<file path="src/rtl/neural_pkg.sv">
// Shared opcodes, FSM state type and width helpers for the neural MAC engine.
package neural_pkg;

   localparam logic [7:0] OP_LOAD_W = 8'hA1;
   localparam logic [7:0] OP_LOAD_X = 8'hA2;
   localparam logic [7:0] OP_RESEND = 8'hA3;

   typedef enum logic [2:0] {
      ST_IDLE   = 3'd0,
      ST_LOAD_W = 3'd1,
      ST_LOAD_X = 3'd2,
      ST_MAC    = 3'd3,
      ST_DONE   = 3'd4,
      ST_TX     = 3'd5
   } state_e;

   // Accumulator width: 16-bit products plus growth for COLS terms, never below 17.
   function automatic int acc_width(input int cols);
      int w;
      w = 16 + $clog2(cols);
      return (w < 17) ? 17 : w;
   endfunction

   // Bytes per transmitted result (accumulator rounded up to whole bytes).
   function automatic int res_bytes(input int cols);
      return (acc_width(cols) + 7) / 8;
   endfunction

   // Index width for an n-entry array; at least one bit so single-entry arrays stay legal.
   function automatic int idx_width(input int n);
      return (n > 1) ? $clog2(n) : 1;
   endfunction

endpackage

</file>
<file path="src/rtl/neural_mac_engine_if.sv">
// UART-side byte bus of the neural MAC engine.
// RX: RX_VALID is a one-cycle strobe with no backpressure; RX_ERROR flags a framing error.
// TX: a byte moves when TX_VALID && TX_READY at a rising clock edge; while TX_VALID is high
//     and TX_READY is low, TX_DATA must not change and TX_VALID must not drop.
interface neural_mac_engine_if;
   logic [7:0] RX_DATA;
   logic       RX_VALID;
   logic       RX_ERROR;
   logic [7:0] TX_DATA;
   logic       TX_VALID;
   logic       TX_READY;

   // UART side: supplies received bytes, consumes result bytes.
   modport master (output RX_DATA, RX_VALID, RX_ERROR, TX_READY,
                   input  TX_DATA, TX_VALID);

   // Engine side.
   modport slave  (input  RX_DATA, RX_VALID, RX_ERROR, TX_READY,
                   output TX_DATA, TX_VALID);
endinterface

</file>
<file path="src/rtl/neural_mac.sv">
// Time-shared multiply-accumulate: registered 8x8 product followed by an ACC_W accumulator.
// sum_o is the accumulator value including the product currently in the pipeline register,
// so a finished row can be captured in the same cycle its last product is added.
module neural_mac
   import neural_pkg::*;
#(
   parameter int ACC_W  = 17,
   parameter int SIGNED = 0
) (
   input  logic             clk,
   input  logic             rst,
   input  logic             en_i,
   input  logic             clr_i,
   input  logic [7:0]       a_i,
   input  logic [7:0]       b_i,
   output logic [ACC_W-1:0] sum_o
);

   logic signed [8:0]  a_x, b_x;
   logic signed [17:0] prod;
   logic signed [17:0] p_q;
   logic               vld_q, clr_q;
   logic [ACC_W-1:0]   acc_q, p_ext, base;

   // Operands become 9-bit signed values: sign bit copied in signed mode, zero otherwise.
   assign a_x  = {(SIGNED != 0) && a_i[7], a_i};
   assign b_x  = {(SIGNED != 0) && b_i[7], b_i};
   assign prod = 18'(a_x) * 18'(b_x);

   assign p_ext = ACC_W'(p_q);
   assign base  = clr_q ? '0 : acc_q;
   assign sum_o = base + p_ext;

   // Product register and accumulator; the clear flag travels with its product.
   always_ff @(posedge clk or posedge rst) begin
      if (rst) begin
         p_q   <= '0;
         vld_q <= 1'b0;
         clr_q <= 1'b0;
         acc_q <= '0;
      end else begin
         vld_q <= en_i;
         clr_q <= clr_i;
         if (en_i)  p_q   <= prod;
         if (vld_q) acc_q <= sum_o;
      end
   end

endmodule

</file>
<file path="src/rtl/neural_mac_engine.sv">
// Neural MAC engine: loads a ROWS x COLS weight matrix and a COLS input vector from the
// UART byte stream, computes the matrix-vector product on one MAC unit and streams each
// result back MSB byte first.
module neural_mac_engine
   import neural_pkg::*;
#(
   parameter int ROWS   = 2,
   parameter int COLS   = 2,
   parameter int SIGNED = 0
) (
   input  logic                CLK,
   input  logic                RESET,
   neural_mac_engine_if.slave  bus,
   output logic                LOAD_ARR,
   output logic                MULT_DONE,
   output logic                ERR,
   output state_e              dbg_state_o
);

   localparam int ACC_W     = acc_width(COLS);
   localparam int RES_BYTES = res_bytes(COLS);
   localparam int EXT_W     = RES_BYTES * 8;
   localparam int PAD_W     = EXT_W - ACC_W;
   localparam int W_N       = ROWS * COLS;
   localparam int W_IW      = idx_width(W_N);
   localparam int X_IW      = idx_width(COLS);
   localparam int R_IW      = idx_width(ROWS);

   localparam logic [W_IW-1:0] W_LAST    = W_IW'(W_N - 1);
   localparam logic [W_IW-1:0] X_LAST    = W_IW'(COLS - 1);
   localparam logic [X_IW-1:0] COL_LAST  = X_IW'(COLS - 1);
   localparam logic [R_IW-1:0] ROW_LAST  = R_IW'(ROWS - 1);
   localparam logic [1:0]      BYTE_LAST = 2'(RES_BYTES - 1);

   state_e            state_q, state_d;
   logic [W_IW-1:0]   idx_q, idx_d;
   logic [R_IW-1:0]   row_q, row_d, txr_q, txr_d, wr_row_q, wr_row_d;
   logic [X_IW-1:0]   col_q, col_d;
   logic [1:0]        txb_q, txb_d;
   logic              err_q, err_d, wr_q, wr_d;
   logic              w_we, x_we, rx_take;

   logic [7:0]        w_q   [2**W_IW];
   logic [7:0]        x_q   [2**X_IW];
   logic [ACC_W-1:0]  res_q [2**R_IW];

   logic [ACC_W-1:0]  mac_sum;
   logic [EXT_W-1:0]  tx_word;
   logic [7:0]        tx_byte;

   // A byte that arrives together with a framing error is discarded.
   assign rx_take = bus.RX_VALID && !bus.RX_ERROR;

   neural_mac #(.ACC_W(ACC_W), .SIGNED(SIGNED)) u_mac (
      .clk   (CLK),
      .rst   (RESET),
      .en_i  (state_q == ST_MAC),
      .clr_i (col_q == '0),
      .a_i   (w_q[idx_q]),
      .b_i   (x_q[col_q]),
      .sum_o (mac_sum)
   );

   // FSM state, counters, sticky error and the row-complete tag that trails the MAC pipeline.
   always_ff @(posedge CLK or posedge RESET) begin
      if (RESET) begin
         state_q  <= ST_IDLE;
         idx_q    <= '0;
         row_q    <= '0;
         col_q    <= '0;
         txr_q    <= '0;
         txb_q    <= '0;
         err_q    <= 1'b0;
         wr_q     <= 1'b0;
         wr_row_q <= '0;
      end else begin
         state_q  <= state_d;
         idx_q    <= idx_d;
         row_q    <= row_d;
         col_q    <= col_d;
         txr_q    <= txr_d;
         txb_q    <= txb_d;
         err_q    <= err_d;
         wr_q     <= wr_d;
         wr_row_q <= wr_row_d;
      end
   end

   // Next-state logic: opcode decode, array loading, MAC sequencing and TX walk.
   always_comb begin
      state_d  = state_q;
      idx_d    = idx_q;
      row_d    = row_q;
      col_d    = col_q;
      txr_d    = txr_q;
      txb_d    = txb_q;
      err_d    = err_q;
      wr_d     = 1'b0;
      wr_row_d = row_q;
      w_we     = 1'b0;
      x_we     = 1'b0;
      if (bus.RX_ERROR) err_d = 1'b1;
      unique case (state_q)
         ST_IDLE: begin
            if (rx_take) begin
               unique case (bus.RX_DATA)
                  OP_LOAD_W: begin state_d = ST_LOAD_W; idx_d = '0; err_d = 1'b0; end
                  OP_LOAD_X: begin state_d = ST_LOAD_X; idx_d = '0; err_d = 1'b0; end
                  OP_RESEND: begin state_d = ST_TX; txr_d = '0; txb_d = '0; err_d = 1'b0; end
                  default:   err_d = 1'b1;
               endcase
            end
         end
         ST_LOAD_W: begin
            if (bus.RX_ERROR) begin
               state_d = ST_IDLE;
            end else if (rx_take) begin
               w_we = 1'b1;
               if (idx_q == W_LAST) begin state_d = ST_IDLE; idx_d = '0; end
               else idx_d = idx_q + 1'b1;
            end
         end
         ST_LOAD_X: begin
            if (bus.RX_ERROR) begin
               state_d = ST_IDLE;
            end else if (rx_take) begin
               x_we = 1'b1;
               if (idx_q == X_LAST) begin
                  state_d = ST_MAC;
                  idx_d   = '0;
                  row_d   = '0;
                  col_d   = '0;
               end else begin
                  idx_d = idx_q + 1'b1;
               end
            end
         end
         ST_MAC: begin
            if (bus.RX_VALID) err_d = 1'b1;
            wr_d  = (col_q == COL_LAST);
            idx_d = idx_q + 1'b1;
            if (col_q == COL_LAST) begin
               col_d = '0;
               if (row_q == ROW_LAST) begin state_d = ST_DONE; idx_d = '0; end
               else row_d = row_q + 1'b1;
            end else begin
               col_d = col_q + 1'b1;
            end
         end
         ST_DONE: begin
            if (bus.RX_VALID) err_d = 1'b1;
            state_d = ST_TX;
            txr_d   = '0;
            txb_d   = '0;
         end
         ST_TX: begin
            if (bus.RX_VALID) err_d = 1'b1;
            if (bus.TX_READY) begin
               if (txb_q == BYTE_LAST) begin
                  txb_d = '0;
                  if (txr_q == ROW_LAST) state_d = ST_IDLE;
                  else txr_d = txr_q + 1'b1;
               end else begin
                  txb_d = txb_q + 1'b1;
               end
            end
         end
         default: state_d = ST_IDLE;
      endcase
   end

   // Storage: weight/input bytes during loads, a row result when its last product is summed.
   always_ff @(posedge CLK or posedge RESET) begin
      if (RESET) begin
         w_q   <= '{default: '0};
         x_q   <= '{default: '0};
         res_q <= '{default: '0};
      end else begin
         if (w_we) w_q[idx_q] <= bus.RX_DATA;
         if (x_we) x_q[idx_q[X_IW-1:0]] <= bus.RX_DATA;
         if (wr_q) res_q[wr_row_q] <= mac_sum;
      end
   end

   // Extend the selected result to whole bytes and pick the current byte, MSB first.
   always_comb begin
      if (SIGNED != 0) tx_word = {{PAD_W{res_q[txr_q][ACC_W-1]}}, res_q[txr_q]};
      else             tx_word = {{PAD_W{1'b0}}, res_q[txr_q]};
      tx_byte = '0;
      for (int b = 0; b < RES_BYTES; b++) begin
         if (txb_q == 2'(RES_BYTES - 1 - b)) tx_byte = tx_word[8*b +: 8];
      end
   end

   assign bus.TX_VALID = (state_q == ST_TX);
   assign bus.TX_DATA  = (state_q == ST_TX) ? tx_byte : 8'h00;
   assign LOAD_ARR     = (state_q == ST_LOAD_W) || (state_q == ST_LOAD_X);
   assign MULT_DONE    = (state_q == ST_DONE);
   assign ERR          = err_q;
   assign dbg_state_o  = state_q;

endmodule

</file>
<file path="src/flat_wrapper.sv">
// flat-port wrapper written by rule: the top's interface ports become plain ports
module neural_mac_engine_flat import neural_pkg::*;
#(
   parameter int ROWS   = 2,
   parameter int COLS   = 2,
   parameter int SIGNED = 0
)
  (CLK, RESET, LOAD_ARR, MULT_DONE, ERR, dbg_state_o, bus_RX_DATA, bus_RX_VALID, bus_RX_ERROR, bus_TX_READY, bus_TX_DATA, bus_TX_VALID);
  neural_mac_engine_if bus_i ();
  input  logic CLK;
  input  logic RESET;
  output logic LOAD_ARR;
  output logic MULT_DONE;
  output logic ERR;
  output state_e dbg_state_o;
  input wire logic [$bits(bus_i.RX_DATA)-1:0] bus_RX_DATA;
  input wire logic [$bits(bus_i.RX_VALID)-1:0] bus_RX_VALID;
  input wire logic [$bits(bus_i.RX_ERROR)-1:0] bus_RX_ERROR;
  input wire logic [$bits(bus_i.TX_READY)-1:0] bus_TX_READY;
  output wire logic [$bits(bus_i.TX_DATA)-1:0] bus_TX_DATA;
  output wire logic [$bits(bus_i.TX_VALID)-1:0] bus_TX_VALID;
  assign bus_i.RX_DATA = bus_RX_DATA;
  assign bus_i.RX_VALID = bus_RX_VALID;
  assign bus_i.RX_ERROR = bus_RX_ERROR;
  assign bus_i.TX_READY = bus_TX_READY;
  assign bus_TX_DATA = bus_i.TX_DATA;
  assign bus_TX_VALID = bus_i.TX_VALID;
  neural_mac_engine #(.ROWS(ROWS), .COLS(COLS), .SIGNED(SIGNED)) u_core (.CLK(CLK), .RESET(RESET), .bus(bus_i), .LOAD_ARR(LOAD_ARR), .MULT_DONE(MULT_DONE), .ERR(ERR), .dbg_state_o(dbg_state_o));
endmodule
</file>
<file path="config.mk">
export PLATFORM = sky130hd
export DESIGN_NAME = neural_mac_engine_flat
export DESIGN_NICKNAME = d
export VERILOG_FILES = /design/src/rtl/neural_pkg.sv /design/src/rtl/neural_mac_engine_if.sv /design/src/rtl/neural_mac.sv /design/src/rtl/neural_mac_engine.sv /design/src/flat_wrapper.sv
export SDC_FILE = /design/constraint.sdc
export NUM_CORES = 1
export LEC_CHECK = 0
export ABC_AREA = 0
export CAP_MARGIN = 40
export CORE_MARGIN = 1.5
export CORE_UTILIZATION = 57
export DETAILED_ROUTE_END_ITERATION = 16
export PLACE_DENSITY = 0.78
export SLEW_MARGIN = 0
export SYNTH_ARGS = -nofsm -noshare
export SYNTH_HDL_FRONTEND = slang
export SYNTH_HIERARCHICAL = 1
export SYNTH_SLANG_ARGS = --single-unit
</file>
<file path="constraint.sdc">
create_clock -name CLK -period 5.3 [get_ports CLK]
set_clock_uncertainty 0.15 [all_clocks]
set_input_delay 1.06 -clock CLK [delete_from_list [all_inputs] [get_ports CLK]]
set_output_delay 1.06 -clock CLK [all_outputs]
set_load 0.05 [all_outputs]
</file>
; Yosys cells after proc, flatten, opt, wreduce, memory -nomap -nowiden
; Cells that the tools add are included.
[word_totals]
inputBits = 13
rom_bits = 0
n_memories = 0
ram_bits = 0
latchBits = 0
reg_bits = 130
elab_cells = 169
[classes]
n_mul = 1
bitwise_logic = 6
shift = 0
n_addsub = 6
n_div = 0
n_reduce_logical = 20
mux = 77
eq_ne = 30
n_lt_le_gt_ge = 8
[op_table]
columns = operator, n
row1 = $mux 8, 11
row2 = $mux 17, 5
row3 = $mux 3, 12
row4 = $bwmux 34, 1
row5 = $bwmux 32, 1
row6 = $mux 2, 14
row7 = $eq 8x8->1 const B, 3
row8 = $mux 1, 20
row9 = $pmux 3 s6, 1
row10 = $add 17x16->17, 1
row11 = $demux 17 s1, 1
row12 = $bmux 8 s2, 1
row13 = $bwmux 16, 1
row14 = $demux 8 s2, 1
row15 = $mul 8x8->16, 1
row16 = $ne 2x1->1 const B, 8
row17 = $ne 3x2->1 const B, 4
row18 = $reduce_and 11->1, 1
row19 = $ne 2x2->1 const B, 5
row20 = $reduce_and 5->1, 2
row21 = $pmux 3 s3, 1
row22 = $demux 8 s1, 1
row23 = $ge 2x2->1 const B, 4
row24 = $not 1->2, 4
row25 = other kinds (29), 44

; Logic depth before layout (Yosys ltp)
[depth]
word_depth = 8
depth_mapped = 18
depth_no_buf = 16

; By module
; Netlist, hierarchy kept.
[by_module_without_submodules]
columns = module, cells_per_inst, n_inst, area_per_inst_um2
row1 = neural_mac_engine, 355, 1, 4610.7
row2 = neural_mac, 488, 1, 4429.2

; Worst setup path before layout
; OpenSTA, ideal clock, no wires.
[synth_timing]
path_kind = reg-to-reg
start = register u_core.idx_q[0]
end = register u_core.u_mac.p_q[15]
period_less_slack_ns = 5.456
path_stages_with_launch = 16
arrival_ns = 5.174
setup_slack_ns = -0.156
n_path_buf = 1
path_cell_list = dfrtp_1 buf_1 mux4_2 and2_1 fa_1 fa_1 fa_1 inv_1 fa_1 inv_1 ha_1 or2_1 a21oi_1 a2111oi_1 nor3_1 or3b_1
[synth_via]
elab_chain_len = 5
[synth_lines]
columns = item, line_no
row1 = from (decl), neural_mac_engine.sv:36  ; logic [W_IW-1:0] idx_q, idx_d;
row2 = from (signal assigned), neural_mac_engine.sv:78  ; idx_q <= idx_d;
row3 = $not 2->3 (not written as such), neural_mac_engine.sv:59  ; .a_i (w_q[idx_q]),
row4 = $bmux 8 s2, neural_mac_engine.sv:59
row5 = $mux 8 (not written as such) (2 in series), neural_mac_engine.sv:59
row6 = $mul 8x8->16, neural_mac.sv:28  ; assign prod = 18'(a_x) * 18'(b_x);
row7 = to (signal assigned), neural_mac.sv:44  ; if (en_i) p_q <= prod;
row8 = to (decl), neural_mac.sv:21  ; logic signed [17:0] p_q;
; No other way between the ends. The select of a mux whose other input is x is not followed.
; A chain may end at the register's enable or synchronous reset.

; Worst setup path after layout
; Ends and elaborated chain as after synthesis.

==> results by group <==
Synth
  • Sequential fraction of the synthesis area: 36.0%
  • Cell Area, Synth: 9040 sq um
  • Post-synth cell types: 77
  • Asr flop ratio synth: 100%
  • Largest area contributor in the netlist: dfrtp_1
  • Dominant cells by area after synthesis: dfrtp_1, mux2_2, fa_1
  • Most used DFF post-synth: dfrtp_1
  • Yosys warnings: 6
  • Post-synth EDFFs: 0
  • Flops & latches, synth: 130
  • Avg Cell Area, Syn: 10.7 sq um
  • Post-Syn Instances: 843
  • Syn nets: 949
  • Post-synth top area share: 36.0%

Floorplanning
  • Boundary Pins: 28
  • DIE AREA: 16600 sq um
  • FP Rows: 45
  • Core Region: 15400 sq um
  • Initial core utilization: 58.8%
  • Vert. Die Dim: 129 um
  • Die span in x: 129 um

Place
  • RePlAce Congestion: 0.874
  • Dpl cell area: 9580 sq um
  • Worst slack, placed: 0.0527 ns
  • PortBufs: 27
  • Post-DP HPWL: 13800 um

Layout
  • Post-route cell area: 10400 sq um
  • Highest-count cells in the layout ignoring fill and taps: dfrtp_1, mux2_2, inv_1, and2_1, ha_1
  • Number of diodes: 0
  • Fillers: 1143
  • Post-layout util: 67.5%
  • Final net count: 989
  • Commonest non-fill, non-tap cell in the layout: dfrtp_1
  • Synthesis-to-layout area growth: 14.7%
  • Share of cells above drive strength 1: 21.8%

Timing
  • Slew headroom: 41.1%
  • Fmax: 196 MHz
  • Slew @ Worst Pin: 0.883 ns
  • RSZ-0062 raised after global routing: yes
  • Crit share post-route: 96.5%
  • Setup ws final: 0.185 ns
  • Final slew viol count: 0
  • Final Hold Viols: 0
  • Setup Viol. Count Final: 0
  • Minimum clock period: 5.11 ns

Global routing
  • Number of global-route vias before repair: 6411
  • Gr usage total: 24.6%
  • Total gr overflow: 0
  • Pin count of the biggest net entering global routing: 47
  • First-pass GRT wire length: 32000 um
  • Initial antenna violation count: 0

Power
  • Static Leakage: 5.11 nW
  • Power Total: 3.95 mW
  • Pwr per Cell Area: 381 nW/um^2
  • Maximum vdd drop: 0.000400 V

Worst setup path
  • Worst setup SP type: flop
  • Data arrival time of the worst path: 5.25 ns
  • CP Data Required Time: 5.44 ns
  • Reg2Reg Depth: 16
  • WS Path Type: flop to flop
  • CP Capture Type: flop
  • Critical path peak fanout: 8

Worst hold path
  • Hold Crit Class: flop to flop
  • WHS Path Cells: 0

Route
  • Final WL: 19400 um
  • Routed length per instance: 17.5 um
  • DR DRC count: 0
  • Remaining antenna violation count after routing: 0
  • Iteration-0 DRC Markers: 288
  • Via/cell ratio: 5.82
  • Pre-antenna DRT Iters: 5
  • Vias: 6447

CTS
  • Clock tree buffer depth: 2
  • Num Clock Sinks: 130
  • CTS root buf: clkbuf_16
  • Clock slew at reported path FFs: 0.06 ns
  • Num CTS Buffers: 17
  • Maximum level of the CTS H-tree: 4
  • CTS tree: built
  • Clock latency at the later pin of the worst-skew pair: 0.42 ns
  • CTS Hold Bufs: 0

Flow run
  • Max Cap Viol: 0

Outcome
  • Status: complete, no violations
worst max-delay path: stages, from the launching register on:
cell and delay, ns:
dfrtp_1 0.38, buf_12 0.15, buf_4 0.11, mux4_2 0.55
buf_4 0.18, and2_1 0.15, fa_1 0.52, fa_1 0.44
fa_1 0.54, inv_1 0.05, fa_1 0.53, inv_1 0.04
ha_2 0.36, a21oi_4 0.08, a2111oi_4 0.34, nor3_1 0.07
or3b_1 0.35
area by class of cell:
cell class              instances  area, sq um  share of cell area [%]
multi-input cells             610         5490                    52.9
flip-flops and latches        130         3250                    31.4
repair buffers                 52          514                    4.96
clock buffers                  20          447                    4.31
inverters                      72          272                    2.62
well taps                     211          264                    2.55
clock inverters                12          133                    1.28
cells in the mapped netlist, types with 6 or more instances:
cell      number
a21oi_1       27
xnor2_1       11
a21o_1         9
xor2_1         7
o21a_1        13
mux4_2         8
a211oi_1       7
o31ai_1        9
and3_1         7
clkbuf_1      19
nor2_1        31
dfrtp_1      130
and2_1        58
nor3_1        14
nand2b_1       9
nand2_1       55
nand3_1       12
mux2_2        98
inv_1         67
nor2b_1       16
mux2i_1       17
fa_1          37
o211ai_1       6
o21ai_0       21
mux2_1         7
ha_1          56
metal layers:
metal / part of all wire (%) / global-route usage, %
met2: 49 / 40.3
met3: 3.4 / 4.99
met1: 45 / 32.6
met5: 0 / 0
met4: 2.4 / 8.66
sequential cells by signal (all words and copies together), names as in the netlist:
signal / cells
u_core/wr_q: 1
u_core/u_mac/p_q: 16
u_core/idx_q: 2
u_core/u_mac/vld_q: 1
u_core/wr_row_q: 1
u_core/u_mac/acc_q: 17
u_core/w_q: 32
u_core/u_mac/clr_q: 1
u_core/dbg_state_o: 3
u_core/x_q: 16
u_core/row_q: 1
u_core/col_q: 1
u_core/txr_q: 1
u_core/ERR: 1
u_core/res_q: 34
u_core/txb_q: 2
cell families after synthesis:
kind of cell	after synthesis	synth area share (%)
AND/OR/NAND/NOR	227	13.4
buffers and inverters	103	4.57
adder cells (fa/ha/maj)	93	15.9
AO/OA/AOI/OAI	141	11.2
flip-flops	130	36.0
XOR/XNOR	18	1.74
multiplexers	131	17.1
path summary, 6_finish.rpt:
kind                       slack (ns)                     end       startpoint
min in group asynchronous        0.74        u_core/res_q[14]            RESET
max reg2reg                      0.19    u_core/u_mac/p_q[15]  u_core/idx_q[0]
max                              0.19    u_core/u_mac/p_q[15]  u_core/idx_q[0]
min reg2reg                      0.31         u_core/wr_row_q     u_core/row_q
min                              0.31         u_core/wr_row_q     u_core/row_q
max in group asynchronous        3.23  u_core/u_mac/acc_q[10]            RESET
power breakdown:
part	switching, mW	internal, mW
clock network	0.447	0.704
logic	0.763	0.703
registers	0.165	1.17
through the flow:
step                setup TNS (ns)  cells  hold slack (ns)
detailed placement               0   1062            0.291
CTS                              0   1094            0.306
global route               -0.0390   1107            0.341
finish                           0   1107            0.306
global placement                 0   1060            0.265
floorplan                        0    843            0.246
timing repair:
item                                    in CTS  in global routing
endpoints found under the setup margin       0                  4
gates resized for setup                      0                 24
setup buffers                                0                 13
Note: power is estimated with default switching activity, not from simulation.
